**src/rtl/remote_comm_pkg.sv**
```systemverilog
// Shared constants and state encodings for the remote command link.
package remote_comm_pkg;

  localparam int BAUD_DIV_DEFAULT = 2604;
  localparam logic [7:0] POS_ACK = 8'hA5;

  typedef enum logic [1:0] {
    IDLE = 2'd0,
    HIGH = 2'd1,
    LOW  = 2'd2
  } tx_state_t;

  typedef enum logic [1:0] {
    RX_IDLE  = 2'd0,
    RX_START = 2'd1,
    RX_DATA  = 2'd2,
    RX_STOP  = 2'd3
  } rx_state_t;

endpackage

```
**src/rtl/uart_trx.sv**
```systemverilog
// 8N1 UART transmitter and receiver sharing one clock; both run independently.
module uart_trx
  import remote_comm_pkg::*;
#(
  parameter int BAUD_DIV = BAUD_DIV_DEFAULT
) (
  input  logic       clk,
  input  logic       rst,
  input  logic       tx_start,
  input  logic [7:0] tx_data,
  output logic       tx,
  output logic       tx_done,
  input  logic       rx_in,
  output logic       rx_rdy,
  output logic [7:0] rx_data
);

  localparam int CW = (BAUD_DIV > 1) ? $clog2(BAUD_DIV) : 1;
  localparam logic [CW-1:0] LAST = CW'(BAUD_DIV - 1);
  localparam logic [CW-1:0] HALF = CW'(BAUD_DIV / 2 - 1);

  logic          tx_reg;
  logic          tx_busy_reg;
  logic          tx_done_reg;
  logic [9:0]    tx_shift_reg;
  logic [CW-1:0] tx_cnt_reg;
  logic [3:0]    tx_bit_reg;

  // Frame is {stop, data, start}; tx_reg always shows shift[0] of the current bit.
  always_ff @(posedge clk or posedge rst) begin
    if (rst) begin
      tx_reg       <= 1'b1;
      tx_busy_reg  <= 1'b0;
      tx_done_reg  <= 1'b0;
      tx_shift_reg <= '0;
      tx_cnt_reg   <= '0;
      tx_bit_reg   <= '0;
    end else begin
      tx_done_reg <= 1'b0;
      if (!tx_busy_reg) begin
        if (tx_start) begin
          tx_busy_reg  <= 1'b1;
          tx_shift_reg <= {1'b1, tx_data, 1'b0};
          tx_reg       <= 1'b0;
          tx_cnt_reg   <= '0;
          tx_bit_reg   <= '0;
        end
      end else if (tx_cnt_reg == LAST) begin
        tx_cnt_reg <= '0;
        if (tx_bit_reg == 4'd9) begin
          tx_busy_reg <= 1'b0;
          tx_done_reg <= 1'b1;
          tx_reg      <= 1'b1;
        end else begin
          tx_bit_reg   <= tx_bit_reg + 1'b1;
          tx_reg       <= tx_shift_reg[1];
          tx_shift_reg <= {1'b0, tx_shift_reg[9:1]};
        end
      end else begin
        tx_cnt_reg <= tx_cnt_reg + 1'b1;
      end
    end
  end

  assign tx      = tx_reg;
  assign tx_done = tx_done_reg;

  rx_state_t     rx_state_reg, rx_state_next;
  logic          rx_prev_reg;
  logic          rx_sample;
  logic [CW-1:0] rx_cnt_reg;
  logic [2:0]    rx_bit_reg;
  logic [7:0]    rx_shift_reg;
  logic [7:0]    rx_data_reg;
  logic          rx_rdy_reg;

  always_comb begin
    rx_state_next = rx_state_reg;
    rx_sample     = 1'b0;
    unique case (rx_state_reg)
      RX_IDLE:  if (rx_prev_reg && !rx_in) rx_state_next = RX_START;
      RX_START: if (rx_cnt_reg == HALF) begin
        rx_sample     = 1'b1;
        rx_state_next = rx_in ? RX_IDLE : RX_DATA;
      end
      RX_DATA:  if (rx_cnt_reg == LAST) begin
        rx_sample = 1'b1;
        if (rx_bit_reg == 3'd7) rx_state_next = RX_STOP;
      end
      RX_STOP:  if (rx_cnt_reg == LAST) begin
        rx_sample     = 1'b1;
        rx_state_next = RX_IDLE;
      end
      default:  rx_state_next = RX_IDLE;
    endcase
  end

  // Byte is committed only when the stop bit samples high; framing errors drop it.
  always_ff @(posedge clk or posedge rst) begin
    if (rst) begin
      rx_state_reg <= RX_IDLE;
      rx_prev_reg  <= 1'b1;
      rx_cnt_reg   <= '0;
      rx_bit_reg   <= '0;
      rx_shift_reg <= '0;
      rx_data_reg  <= '0;
      rx_rdy_reg   <= 1'b0;
    end else begin
      rx_state_reg <= rx_state_next;
      rx_prev_reg  <= rx_in;
      rx_rdy_reg   <= 1'b0;
      if (rx_state_reg == RX_IDLE || rx_sample) rx_cnt_reg <= '0;
      else rx_cnt_reg <= rx_cnt_reg + 1'b1;
      if (rx_state_reg == RX_DATA && rx_sample) begin
        rx_shift_reg <= {rx_in, rx_shift_reg[7:1]};
        rx_bit_reg   <= rx_bit_reg + 1'b1;
      end
      if (rx_state_reg == RX_STOP && rx_sample && rx_in) begin
        rx_data_reg <= rx_shift_reg;
        rx_rdy_reg  <= 1'b1;
      end
    end
  end

  assign rx_rdy  = rx_rdy_reg;
  assign rx_data = rx_data_reg;

endmodule

```
**src/rtl/remote_comm.sv**
```systemverilog
// Sends a 16-bit command as two UART bytes (high first) and reports response bytes.
// Optional REMOTE_COMM_RX_SYNC_EN selects a two-flop RX synchronizer instead of one flop.
module remote_comm
  import remote_comm_pkg::*;
#(
  parameter int BAUD_DIV = BAUD_DIV_DEFAULT
) (
  input  logic        clk,
  input  logic        rst_n,
  input  logic        RX,
  output logic        TX,
  input  logic [15:0] cmd,
  input  logic        send_cmd,
  output logic        cmd_sent,
  output logic        resp_rdy,
  output logic [7:0]  resp
);

  logic rx_s;

`ifdef REMOTE_COMM_RX_SYNC_EN
  logic [1:0] rx_sync_reg;
  always_ff @(posedge clk or posedge rst_n) begin
    if (rst_n) rx_sync_reg <= 2'b11;
    else       rx_sync_reg <= {rx_sync_reg[0], RX};
  end
  assign rx_s = rx_sync_reg[1];
`else
  logic rx_sync_reg;
  always_ff @(posedge clk or posedge rst_n) begin
    if (rst_n) rx_sync_reg <= 1'b1;
    else       rx_sync_reg <= RX;
  end
  assign rx_s = rx_sync_reg;
`endif

  tx_state_t   state_reg, state_next;
  logic [15:0] cmd_reg;
  logic        cmd_sent_reg;
  logic        tx_start;
  logic [7:0]  tx_byte;
  logic        tx_done;
  logic        cmd_latch;
  logic        sent_set;

  always_comb begin
    state_next = state_reg;
    tx_start   = 1'b0;
    tx_byte    = cmd_reg[7:0];
    cmd_latch  = 1'b0;
    sent_set   = 1'b0;
    unique case (state_reg)
      IDLE: if (send_cmd) begin
        cmd_latch  = 1'b1;
        tx_start   = 1'b1;
        tx_byte    = cmd[15:8];
        state_next = HIGH;
      end
      HIGH: if (tx_done) begin
        tx_start   = 1'b1;
        state_next = LOW;
      end
      LOW: if (tx_done) begin
        sent_set   = 1'b1;
        state_next = IDLE;
      end
      default: state_next = IDLE;
    endcase
  end

  always_ff @(posedge clk or posedge rst_n) begin
    if (rst_n) begin
      state_reg    <= IDLE;
      cmd_reg      <= '0;
      cmd_sent_reg <= 1'b0;
    end else begin
      state_reg <= state_next;
      if (cmd_latch) begin
        cmd_reg      <= cmd;
        cmd_sent_reg <= 1'b0;
      end else if (sent_set) begin
        cmd_sent_reg <= 1'b1;
      end
    end
  end

  assign cmd_sent = cmd_sent_reg;

  uart_trx #(.BAUD_DIV(BAUD_DIV)) u_trx (
    .clk      (clk),
    .rst      (rst_n),
    .tx_start (tx_start),
    .tx_data  (tx_byte),
    .tx       (TX),
    .tx_done  (tx_done),
    .rx_in    (rx_s),
    .rx_rdy   (resp_rdy),
    .rx_data  (resp)
  );

endmodule

```
**config.mk**
```make
export PLATFORM = sky130hd
export DESIGN_NAME = remote_comm
export DESIGN_NICKNAME = d
export VERILOG_FILES = /design/src/rtl/remote_comm_pkg.sv /design/src/rtl/uart_trx.sv /design/src/rtl/remote_comm.sv
export SDC_FILE = /design/constraint.sdc
export NUM_CORES = 1
export LEC_CHECK = 0
export ABC_AREA = 1
export CORE_ASPECT_RATIO = 0.5
export CORE_MARGIN = 8
export CORE_UTILIZATION = 29
export CTS_CLUSTER_SIZE = 20
export DETAILED_ROUTE_END_ITERATION = 12
export PLACE_DENSITY_LB_ADDON = 0.15
export REMOVE_ABC_BUFFERS = 1
export SLEW_MARGIN = 20
export SYNTH_ARGS = -nofsm -noshare
export SYNTH_HDL_FRONTEND = slang
export SYNTH_SLANG_ARGS = --single-unit
export TNS_END_PERCENT = 50
```
**constraint.sdc**
```tcl
create_clock -name clk -period 2.95 [get_ports clk]
set_clock_uncertainty 0.05 [all_clocks]
set_input_delay 0.7375 -clock clk [delete_from_list [all_inputs] [get_ports clk]]
set_output_delay 0.7375 -clock clk [all_outputs]
set_load 0.1 [all_outputs]
```
# Word level (Yosys, flattened, before mapping)
# Index checks and enable logic that the tools add are counted.
[totals]
ff_bits = 76
latchBits = 0
ram_bits = 0
romBits = 0
in_bits = 20
out_inout_bits = 11
elab_cells = 103
n_memories = 0
[op_classes]
add_sub_neg = 4
multipliers = 0
div = 0
order_cmp = 0
eq_ne = 20
shift = 0
muxes = 47
bitwise = 0
n_reduce_logical = 15
[op_table]
columns = ["op", "n"]
rows = [
  ["two-way mux 12 bit", 4],
  ["two-way mux 10 bit", 4],
  ["adder 12 x 1 -> 12 bit, second input constant", 2],
  ["== test 12 bit, second input constant", 2],
  ["two-way mux 1 bit", 20],
  ["two-way mux 2 bit", 9],
  ["two-way mux 4 bit", 4],
  ["two-way mux 8 bit", 2],
  ["inequality test 2 x 1 -> 1 bit, second input constant", 7],
  ["== test 12 x 11 -> 1 bit, second input constant", 1],
  ["one-hot mux 2 bit (4 select lines)", 1],
  ["== test 2 bit, second input constant", 3],
  ["inequality test 2 bit, second input constant", 3],
  ["one-hot mux 2 bit (3 select lines)", 1],
  ["AND reduction 3 bit", 2],
  ["AND reduction 5 bit", 1],
  ["adder 4 x 1 -> 4 bit, second input constant", 1],
  ["== test 2 x 1 -> 1 bit, second input constant", 2],
  ["== test 4 bit, second input constant", 1],
  ["logical AND 1 bit", 4],
  ["logical NOT 2 bit", 2],
  ["one-hot mux 1 bit (2 select lines)", 2],
  ["nonzero test 2 bit", 2],
  ["adder 3 x 1 -> 3 bit, second input constant", 1],
  ["5 further kinds", 5],
]

# Logic depth before layout (Yosys ltp)
# Gate-level depths: netlist (run 1).
[depth]
ltp_word = 6
ltp_mapped = 10
mapped_depth_nobuf = 10

# Modules after synthesis
# From an unflattened synthesis (run 1), not the netlist that was laid out.
[hier_totals]
cells_unflattened = 456
hier_area_um2 = 3753.6
[by_module_without_submodules]
columns = ["module", "n_inst", "cells_per_inst", "area_each_um2", "seq_area_each_um2"]
rows = [
  ["uart_trx", 1, 385, 3179.3, 1579.0],
  ["remote_comm", 1, 71, 574.3, 301.5],
]

# Worst setup path before layout (run 1)
# No wires, ideal clock.
[synth_path]
path_type = "register to output"
from = "register cmd_sent_reg, in the netlist cmd_sent"
to = "output port cmd_sent"
arrival_ns = 0.898
required_time_ns = 2.162
slack_ns = 1.265
path_stages_with_launch = 1
n_path_buf = 0
path_cell_list = "dfrtp_1"
[synth_rtl]
columns = ["element", "line", "rtl"]
rows = [
  ["start: declaration", "remote_comm.sv:39", "logic cmd_sent_reg;"],
  ["start signal: assignment", "remote_comm.sv:75", "cmd_sent_reg <= 1'b0;"],
  ["start signal: assignment", "remote_comm.sv:80", "cmd_sent_reg <= 1'b0;"],
  ["start signal: assignment", "remote_comm.sv:82", "cmd_sent_reg <= 1'b1;"],
  ["end: declaration", "remote_comm.sv:14", "output logic cmd_sent,"],
]
# No word-level cell between the ends.

# Final worst setup path (run 1)
[layout_path]
from = "input port send_cmd"
to = "register u_trx.tx_shift_reg[2]"
[layout_between]
elab_chain_cells = 4
word_cells_on_any_way = 8
classes_between = "6 x mux; 2 x reduce/logical"
[layout_lines]
columns = ["element", "line", "rtl"]
rows = [
  ["start: declaration", "remote_comm.sv:13", "input logic send_cmd,"],
  ["two-way mux 1 bit or two-way mux 8 bit (tied branches)", "remote_comm.sv:53", "IDLE: if (send_cmd) begin"],
  ["one-hot mux 1 bit (2 select lines) or two-way mux 8 bit (tied branches)", "remote_comm.sv:52", "unique case (state_reg)"],
  ["nonzero test 2 bit (no line) or two-way mux 10 bit (tied branches)", "--", ""],
  ["AND reduction 3 bit (no line) or two-way mux 10 bit (tied branches)", "--", ""],
  ["end signal: assignment", "uart_trx.sv:43", "tx_shift_reg <= {1'b1, tx_data, 1'b0};"],
  ["end signal: assignment", "uart_trx.sv:57", "tx_shift_reg <= {1'b0, tx_shift_reg[9:1]};"],
  ["end: declaration", "uart_trx.sv:25", "logic [9:0] tx_shift_reg;"],
]
# Several ways; a longest one is shown, not always the timed one. The select of a mux whose other input is x is not followed.
# A chain may end at the register's enable or synchronous reset.

==> metrics.md, run 1 <==
| Metric | Value |
|---|---|
| GR peak layer | `met2` |
| Leakage | `0.00231 uW` |
| Critical Path AT | `2130 ps` |
| Worst reg-to-reg setup slack | `1040 ps` |
| Worst min path class | `reg2reg` |
| Port Buffer Count | `30` |
| Ranking of synthesized cells by area | `dfrtp_1, nand2_1, inv_1, nor2_1, nand3_1` |
| WL final | `7930 um` |
| Slew HR | `0.618` |
| Register-to-Register Path Depth | `7` |
| Reg-to-Reg Start | `u_trx.tx_bit_reg[0]` |
| Placement Setup Slack | `a little over 600 ps` |
| Compound-Gate Fraction of Synth Area | `0.0651` |
| Vias in the first global route | `approximately 2,800` |
| Die height | `96.2 um` |
| CP required | `approximately 3100 ps` |
| Max_cap viols | `0` |
| Antenna diodes | `0` |
| Peak VDD IR | `0.272 mV` |
| Main combinational cell family by area after synthesis | `simple AND/OR/NAND/NOR gates` |
| Maximum number of pins on one net before global-route repair | `34` |
| WS Path Type | `in2reg` |
| Post-synth ARST share | `1.00` |
| First-pass GRT wire length | `13,300 um` |
| WHS Endpoint | `u_trx.rx_prev_reg` |
| Initial antenna violation count | `0` |
| Post-CTS Setup Inserts | `0` |
| Final setup viols | `0` |
| Syn Area/Cell | `8.33 sq um` |
| Cell taking the most area after synthesis | `dfrtp_1` |
| Fill count | `~1,300` |
| Clk_lat worst skew | `330 ps` |
| Gr usage total | `0.0982` |
| Die area | `~17,000 sq um` |
| Starting DRT DRC Count | `169` |
| Routability cong. | `approximately 0.78` |
| Power Density | `576 nW/um^2` |
| Fin nets | `between 500 and 600` |
| Top cells by count, synth | `nand2_1, dfrtp_1, inv_1` |
| Share of layout cells above drive strength 1 | `0.134` |
| Syn Inst Count | `448` |
| Hold Fails Final Rpt | `0` |
| Ys Warns | `0` |
| Total iterations of the first detailed-routing run | `4` |
| Met2 usage | `0.164` |
| Clock net sink count | `75` |
| Rows | `29` |
| Post-synthesis sequential area ratio | `0.504` |
| Hold_buf cts | `0` |
| Mux cell area share after synthesis | `0` |
| RSZ-0062 raised after global routing | `false` |
| Critical path endpoint category | `flip-flop` |
| Xor and xnor area share after synthesis | `0.0329` |
| Met3 Use GR | `0.0301` |
| H-tree depth | `3` |
| Setup crit start kind | `input port` |
| GRT met1 Usage | `0.121` |
| Worst hold slack | `around 330 ps` |
| Core area | `between 10,000 and 15,000 sq um` |
| Final min period | `1970 ps` |
| Hold wc startpoint | `rx_s` |
| Mapped Area | `3730 sq um` |
| Final period util | `0.667` |
| Detailed placement HPWL | `5530 um` |
| Clock buffer depth | `2` |
| Clock slew at reported path FFs | `60 ps` |
| Via Count | `2,848` |
| Clock root buffer | `clkbuf_16` |
| Crit path max fanout | `13` |
| TritonCTS buffer count | `9` |
| Synth Area in Adders | `0.0235` |
| Synth cell types | `36` |
| WHS Path Cells | `0` |
| Post-Synth Simple-Gate Area | `0.301` |
| Final setup margin | `roughly 1000 ps` |
| Most frequent cell after synthesis | `nand2_1` |
| Max Clock Freq | `508 MHz` |
| Primary FF master, synth | `dfrtp_1` |
| EDFF count, synth | `0` |
| Initial Utilization | `0.295` |
| Worst Max-Slew Pin Slew | `571 ps` |
| CTS resizes | `0` |
| # DRC | `0` |
| CP Launch Point | `send_cmd` |
| GRT overflow | `0` |
| DR vias/cell | `4.35` |
| Register bit total from synthesis | `75` |
| TritonCTS clock tree | `built` |
| Area grow syn2layout | `21.4%` |
| Setup_tns | `0 ps` |
| Yosys top cell area share | `0.483` |
| Routed Antenna Nets | `0` |
| Chip Width | `176 um` |
| Num ports | `31` |
| Capturing point of the worst reg2reg path | `u_trx.tx_shift_reg[2]` |
| Status | `complete, no violations` |
| WL/cell | `between 10 and 15 um` |
| Slew Limit Fails | `0` |
## cell usage in the layout, fill, tap and decap left out, types with 2 or more instances in the layout
| cell type | synthesis | layout |
|---|---|---|
| nand3_1 | 20 | 20 |
| dfrtp_1 | 72 | 72 |
| nor3_1 | 5 | 5 |
| nor3_2 | 3 | 3 |
| clkdlybuf4s50_1 | 0 | 19 |
| buf_12 | 1 | 2 |
| clkinv_4 | 0 | 3 |
| clkbuf_16 | 0 | 9 |
| o22ai_1 | 5 | 5 |
| buf_4 | 2 | 16 |
| inv_1 | 38 | 37 |
| xnor2_1 | 3 | 3 |
| ha_1 | 7 | 7 |
| o21ai_1 | 10 | 10 |
| nand4_1 | 15 | 15 |
| xor2_1 | 11 | 11 |
| o21ai_0 | 15 | 15 |
| nand3_2 | 4 | 4 |
| bufinv_16 | 0 | 3 |
| dfstp_2 | 3 | 3 |
| nor2_1 | 35 | 35 |
| inv_2 | 4 | 4 |
| o21ai_2 | 7 | 7 |
| nand2_1 | 161 | 161 |
| nand2_2 | 2 | 2 |
## stage by stage
step                utilization  cell area (sq um)  total power [uW]  std cells
detailed placement        0.331               4180              1360        639
CTS                       0.359               4530              2650        655
finish                    0.359               4530              2610        655
global placement          0.331               4180              1360        639
floorplan                     -               3610              1280        432
global route              0.359               4530              2720        655
## layout make-up
class,count,area [sq um],area share
Inverter,42,159,0.0351
Sequential cell,75,1880,0.415
Clock buffer,9,225,0.0497
Tap cell,170,213,0.0470
Timing Repair Buffer,37,350,0.0773
Multi-Input combinational cell,315,1580,0.348
Clock inverter,7,125,0.0276
## logic make-up (layout without fill, tap and decap cells)
kind of cell / Yosys count / count (layout)
flip-flops: 75 / 75
adder cells (fa/ha/maj): 7 / 7
buffers and inverters: 58 / 95
AO/OA/AOI/OAI: 40 / 40
XOR/XNOR: 14 / 14
AND/OR/NAND/NOR: 254 / 254
## layer usage
metal	up-vias	routed length (um)	part of all wire
met2	19	3640	0.46
met1	1319	3960	0.50
li1	1500	-	-
met4	0	92	0.012
met3	10	236	0.030
met5	-	0	0
## critical path, cell delays in order
cell	delay (ps)
clkdlybuf4s50_1	460
nand2_1	200
nand3_2	240
nand3_2	290
nand2_1	140
nand2_1	60
## worst max path at each step
stage                                  to  slack (ps)
CTS                 u_trx.tx_shift_reg[2]         960
floorplan                       async pin         260
finish              u_trx.tx_shift_reg[2]         980
detailed placement  u_trx.tx_shift_reg[5]         610
global route        u_trx.tx_shift_reg[4]         830
global placement    u_trx.tx_shift_reg[2]         640
## report_power, final
| part | internal, uW | switching, uW | leakage (uW) | total [uW] |
|---|---|---|---|---|
| logic | 92.7 | 112 | 0.00119 | 204 |
| registers | 1080 | 50.7 | 0.000950 | 1130 |
| clock network | 833 | 440 | 0.000170 | 1270 |
| total | 2010 | 603 | 0.00231 | 2610 |
Note: power is estimated with default switching activity, not from simulation.
==> run 2, diff against run 1 <==
- clock period: 2.95 -> 1.73 ns (I/O delays scaled with it)
==> run 2 against run 1 <==
Effect of this change: routed wire length is 3.1% higher; worst setup slack got worse by 840 ps; count of clock-buffer cells in the layout unchanged; sequential power grew 71%; flip-flop and latch count did not move; final cell count up 3.1%; power grew 59%; global-route usage rose by 0.63 points; critical path type is now reg2reg; critical endpoint is now u_trx.rx_state_reg[0].
==> metrics.md, run 2 (synthesized netlist as in run 1, its figures left out) <==
| Metric | Value |
|---|---|
| Status | `complete, no violations` |
| Clock net sink count | `75` |
| Via Count | `2,944` |
| RSZ-0062 raised after global routing | `false` |
| Total iterations of the first detailed-routing run | `4` |
| Antenna diodes | `0` |
| Critical path endpoint category | `flip-flop` |
| Die area | `17,000 sq um` |
| Clock root buffer | `clkbuf_16` |
| Maximum number of pins on one net before global-route repair | `33` |
| Initial Utilization | `0.295` |
| H-tree depth | `3` |
| WL final | `8180 um` |
| Core area | `approximately 13,000 sq um` |
| Worst reg-to-reg setup slack | `150 ps` |
| Share of layout cells above drive strength 1 | `0.170` |
| TritonCTS clock tree | `built` |
| Power Density | `866 nW/um^2` |
| Routed Antenna Nets | `0` |
| WS Path Type | `reg2reg` |
| Max Clock Freq | `about 630 MHz` |
| Starting DRT DRC Count | `roughly 220` |
| Clock slew at reported path FFs | `60 ps` |
| Hold Fails Final Rpt | `0` |
| Clk_lat worst skew | `~330 ps` |
| Power, Total | `~4100 uW` |
| Commonest non-fill, non-tap cells in the layout | `nand2_1, dfrtp_1, inv_1, nor2_1, buf_4` |
| Final period util | `0.915` |
| Initial antenna violation count | `0` |
| CP required | `~1900 ps` |
| Commonest non-fill, non-tap cell in the layout | `nand2_1` |
| Fin nets | `527` |
| DR vias/cell | `4.36` |
| Chip Width | `176 um` |
| Clock buffer depth | `2` |
| Final instance area | `4790 sq um` |
| Crit path max fanout | `3` |
| GRT overflow | `0` |
| Die height | `96.2 um` |
| Hold_buf cts | `0` |
| Gr usage total | `0.104` |
| Post-CTS Setup Inserts | `0` |
| Port Buffer Count | `30` |
| # DRC | `0` |
| Worst min path class | `in2async` |
| Setup crit start kind | `flip-flop` |
| Final min period | `roughly 1600 ps` |
| Vias in the first global route | `2,895` |
| Setup_tns | `0 ps` |
| Detailed placement HPWL | `5820 um` |
| First-pass GRT wire length | `14,200 um` |
| Num ports | `31` |
| Post-Route Utilization | `0.379` |
| Final setup viols | `0` |
| Peak VDD IR | `0.473 mV` |
| Rows | `29` |
| Slew Limit Fails | `0` |
| Slew HR | `0.789` |
| Critical Path AT | `1760 ps` |
| WL/cell | `roughly 12 um` |
| Placement-stage cell area | `4490 sq um` |
| Worst Max-Slew Pin Slew | `315 ps` |
| TritonCTS buffer count | `9` |
| Routability cong. | `about 0.78` |
| Area grow syn2layout | `28.3%` |
| Max_cap viols | `0` |
| Leakage | `approximately 0.0024 uW` |
-- run 2: changes by cell type in the layout (fill, tap and decap cells not counted), moves of 2 or more --
cell	before	now
buf_12	2	15
clkinv_4	3	1
clkinvlp_4	0	2
buf_4	16	23
bufinv_16	3	1
clkinv_2	1	4
-- run 2: critical path, cell delays in order, from the launching register on --
cell and delay, ps:
dfrtp_1 400, ha_1 210, ha_1 170, or2_2 270, nand3_1 90, nand2_1 90
nand2_1 70, nand2_1 40, nand2_1 50, inv_1 40
-- run 2: report_power, final --
part	leakage (uW)	switching (uW)	internal (uW)
logic	0.00132	198	167
registers	0.000950	90.0	1840
clock network	0.000141	738	1110
total	0.00241	1030	3120
-- run 2: area by class of cell --
cell class | count | area, sq um
Clock buffer | 9 | 225
Clock inverter | 7 | 68.8
Fill cell | 1290 | 7840
Inverter | 42 | 159
Multi-Input combinational cell | 315 | 1580
Sequential cell | 75 | 1880
Tap cell | 170 | 213
Timing Repair Buffer | 57 | 663
-- run 2: repair_timing --
action                     4_1_cts  5_1_grt
hold endpoints to repair         0        0
setup endpoints to repair        0        1
gates resized for setup          0        1
-- run 2: final timing paths --
path | start | to | cells after the start
worst max register to register | u_trx.rx_bit_reg[0] | u_trx.rx_state_reg[0] | 9
worst min-delay path | rst_n | u_trx.rx_data[3] | 2
max in group asynchronous | rst_n | u_trx.rx_prev_reg | 3
min in group clk | rx_s | u_trx.rx_prev_reg | 0
worst max-delay path | u_trx.rx_bit_reg[0] | u_trx.rx_state_reg[0] | 9
worst min register to register | rx_s | u_trx.rx_prev_reg | 0
-- run 2: metal layers --
metal	up-vias	track usage	wire length [um]
li1	1529	-	-
met1	1393	0.136	4070
met2	18	0.166	3830
met3	4	0.0294	217
met4	0	0.0375	66
met5	-	0	0
-- run 2: through the flow --
stage | std cells | hold slack, ps | setup slack [ps]
2_1_floorplan | 432 | 311 | -658
3_3_place_gp | 659 | 324 | -56.0
3_5_place_dp | 659 | 320 | -58.0
4_1_cts | 675 | 318 | 139
5_1_grt | 675 | 332 | 13.9
6_report | 675 | 321 | 147
==> run 3, diff against run 2 <==
- GPL_TIMING_DRIVEN: not set -> 0
==> run 3 against run 2 <==
Effect of this change: routed wire length is 1.3% lower; clock power is 18% higher; sequential share of layout area is 1.7 points higher; first-iteration DRC count decreased by 28%; flip-flop and latch count unchanged; sequential power hardly changed; register-to-register slack got worse by 30 ps; die area did not move; hold slack gained 6.6 ps; core utilization decreased by 1.5 points; largest cell class unchanged; highest routed layer unchanged.
==> metrics.md, run 3 (synthesized netlist as in run 1, its figures left out) <==
| Metric | Value |
|---|---|
| Status | `complete, no violations` |
| Commonest non-fill, non-tap cells in the layout | `nand2_1, dfrtp_1, inv_1, nor2_1, nand3_1` |
| Share of power burned in the clock network | `0.490` |
| Clock root buffer | `clkbuf_16` |
| Comb pwr share | `0.078` |
| Slew Limit Fails | `0` |
| Routed Antenna Nets | `0` |
| Peak VDD IR | `0.483 mV` |
| Gr usage total | `0.101` |
| WHS Path Cells | `0` |
| Worst hold slack | `327 ps` |
| Final instance area | `~4600 sq um` |
| Final period util | `0.972` |
| Crit path max fanout | `1` |
| DR vias/cell | `4.43` |
| Capturing point of the worst reg2reg path | `u_trx.tx_bit_reg[0]` |
| TritonCTS clock tree | `built` |
| Max_cap viols | `0` |
| Starting DRT DRC Count | `161` |
| Initial Utilization | `0.295` |
| Reg-to-Reg Start | `state_reg[1]` |
| Placement-stage cell area | `4160 sq um` |
| Maximum number of pins on one net before global-route repair | `51` |
| Vias in the first global route | `slightly below 3,000` |
| # DRC | `0` |
| Register-to-Register Path Depth | `6` |
| Clock buffer depth | `2` |
| Antenna diodes | `0` |
| Critical path endpoint category | `output port` |
| Cell family with most CP delay | `buffers and inverters` |
| Port Buffer Count | `30` |
| Die height | `96.2 um` |
| Slew HR | `0.640` |
| First-pass GRT wire length | `13,800 um` |
| WS Path Type | `reg2out` |
| Worst Max-Slew Pin Slew | `543 ps` |
| Fill count | `around 1,300` |
| Num ports | `31` |
| Clk_lat worst skew | `330 ps` |
| Total iterations of the first detailed-routing run | `5` |
| CP max stage delay | `550 ps` |
| Core area | `12,600 sq um` |
| Crit path cell chain | `clkdlybuf4s15_2` |
| Final Instance Count excl. Fillers | `657` |
| Initial antenna violation count | `0` |
| H-tree depth | `3` |
| Routability cong. | `0.730` |
| Via Count | `2,912` |
| GRT overflow | `0` |
| CP Launch Point | `u_trx.rx_rdy` |
| Switch Pwr | `1020 uW` |
| Clock net sink count | `75` |
| Detailed placement HPWL | `about 5200 um` |
| Seq pwr share | `0.432` |
| CP required | `1250 ps` |
| Die area | `17,000 sq um` |
| Share of layout cells above drive strength 1 | `0.150` |
| Max Clock Freq | `just under 600 MHz` |
| Final min period | `1680 ps` |
| Placed Instances | `about 630` |
| Worst reg-to-reg setup slack | `120 ps` |
| RSZ-0062 raised after global routing | `false` |
| Rows | `29` |
| WL/cell | `12.3 um` |
| Clock slew at reported path FFs | `60 ps` |
| Critical Path AT | `1200 ps` |
| Buf+Inv Stages, Crit Path | `1` |
| TritonCTS buffer count | `9` |
| Hold Fails Final Rpt | `0` |
| Slowest cell on crit path | `clkdlybuf4s15_2` |
| WL final | `8070 um` |
| Hold wc startpoint | `rx_s` |
| Commonest non-fill, non-tap cell in the layout | `nand2_1` |
| Fin nets | `509` |
| Leakage | `0.00233 uW` |
| P_int | `3450 uW` |
| Worst min path class | `reg2reg` |
| Switching Fraction | `0.229` |
| Final setup viols | `0` |
| Setup crit start kind | `flip-flop` |
| Chip Width | `176 um` |
| WHS Endpoint | `u_trx.rx_prev_reg` |
| Power Density | `972 nW/um^2` |
| Area grow syn2layout | `23.2%` |
==> run 3: cell count changes in the layout (fill, tap and decap cells not counted), moves of 3 or more <==
cell and delta:
buf_2 +9, buf_4 -17, clkinv_2 -3, nand3_4 +3, buf_12 -15
==> run 3: what timing repair did <==
action                     CTS  global route
gates resized for setup     56            13
gates cloned                 2             1
pin swaps                    2             3
setup buffers                1             4
hold buffers                 0             0
setup endpoints to repair   49            26
==> run 3: worst max path at each step <==
stage                                  endpoint  cells after the start
final                                  resp_rdy                      1
after floorplan                       async pin                      1
after global routing       u_trx.tx_cnt_reg[10]                      8
after global placement     u_trx.tx_cnt_reg[11]                      2
after CTS                               resp[5]                      1
after detailed placement  u_trx.tx_shift_reg[6]                      6
==> run 3: stage by stage <==
| stage | setup slack, ps | TNS (ps) | utilization | power [uW] |
|---|---|---|---|---|
| finish | 48.7 | 0 | 0.364 | 4470 |
| floorplan | -658 | -47900 | - | 2190 |
| detailed placement | -837 | -22390 | 0.329 | 2320 |
| CTS | 1.34 | 0 | 0.364 | 4540 |
| global route | 8.98 | 0 | 0.364 | 4670 |
| global placement | -2110 | -178060 | 0.327 | 2300 |
==> run 3: layout make-up <==
class | instances | area, sq um | area share
Clock buffer | 10 | 239 | 0.0520
Clock inverter | 6 | 113 | 0.0245
Inverter | 42 | 166 | 0.0362
Timing Repair Buffer | 36 | 319 | 0.0694
Tap cell | 170 | 213 | 0.0463
Multi-Input combinational cell | 318 | 1660 | 0.362
Sequential cell | 75 | 1880 | 0.410
==> run 3: power groups by stage <==
stage                     Clock, uW  Sequential, uW  Combinational [uW]
after floorplan                   0            1940                 248
after global placement            0            1960                 338
after detailed placement          0            1960                 353
after CTS                      2250            1930                 356
after global routing           2300            1950                 416
final                          2190            1930                 349
==> run 3: metal layers <==
layer	global-route usage	wire [um]	vias to the layer above
li1	-	-	1500
met1	0.128	4030	1368
met2	0.166	3670	38
met3	0.0282	289	6
met4	0.0375	80	0
met5	0	0	-
==> run 3: worst register-to-register path, stage by stage, from the launching register on <==
cell,delay (ps)
dfrtp_1,420
nor2_1,140
nand2_2,240
nand3_4,290
nand3_2,200
nand2_1,100
nand2_1,50
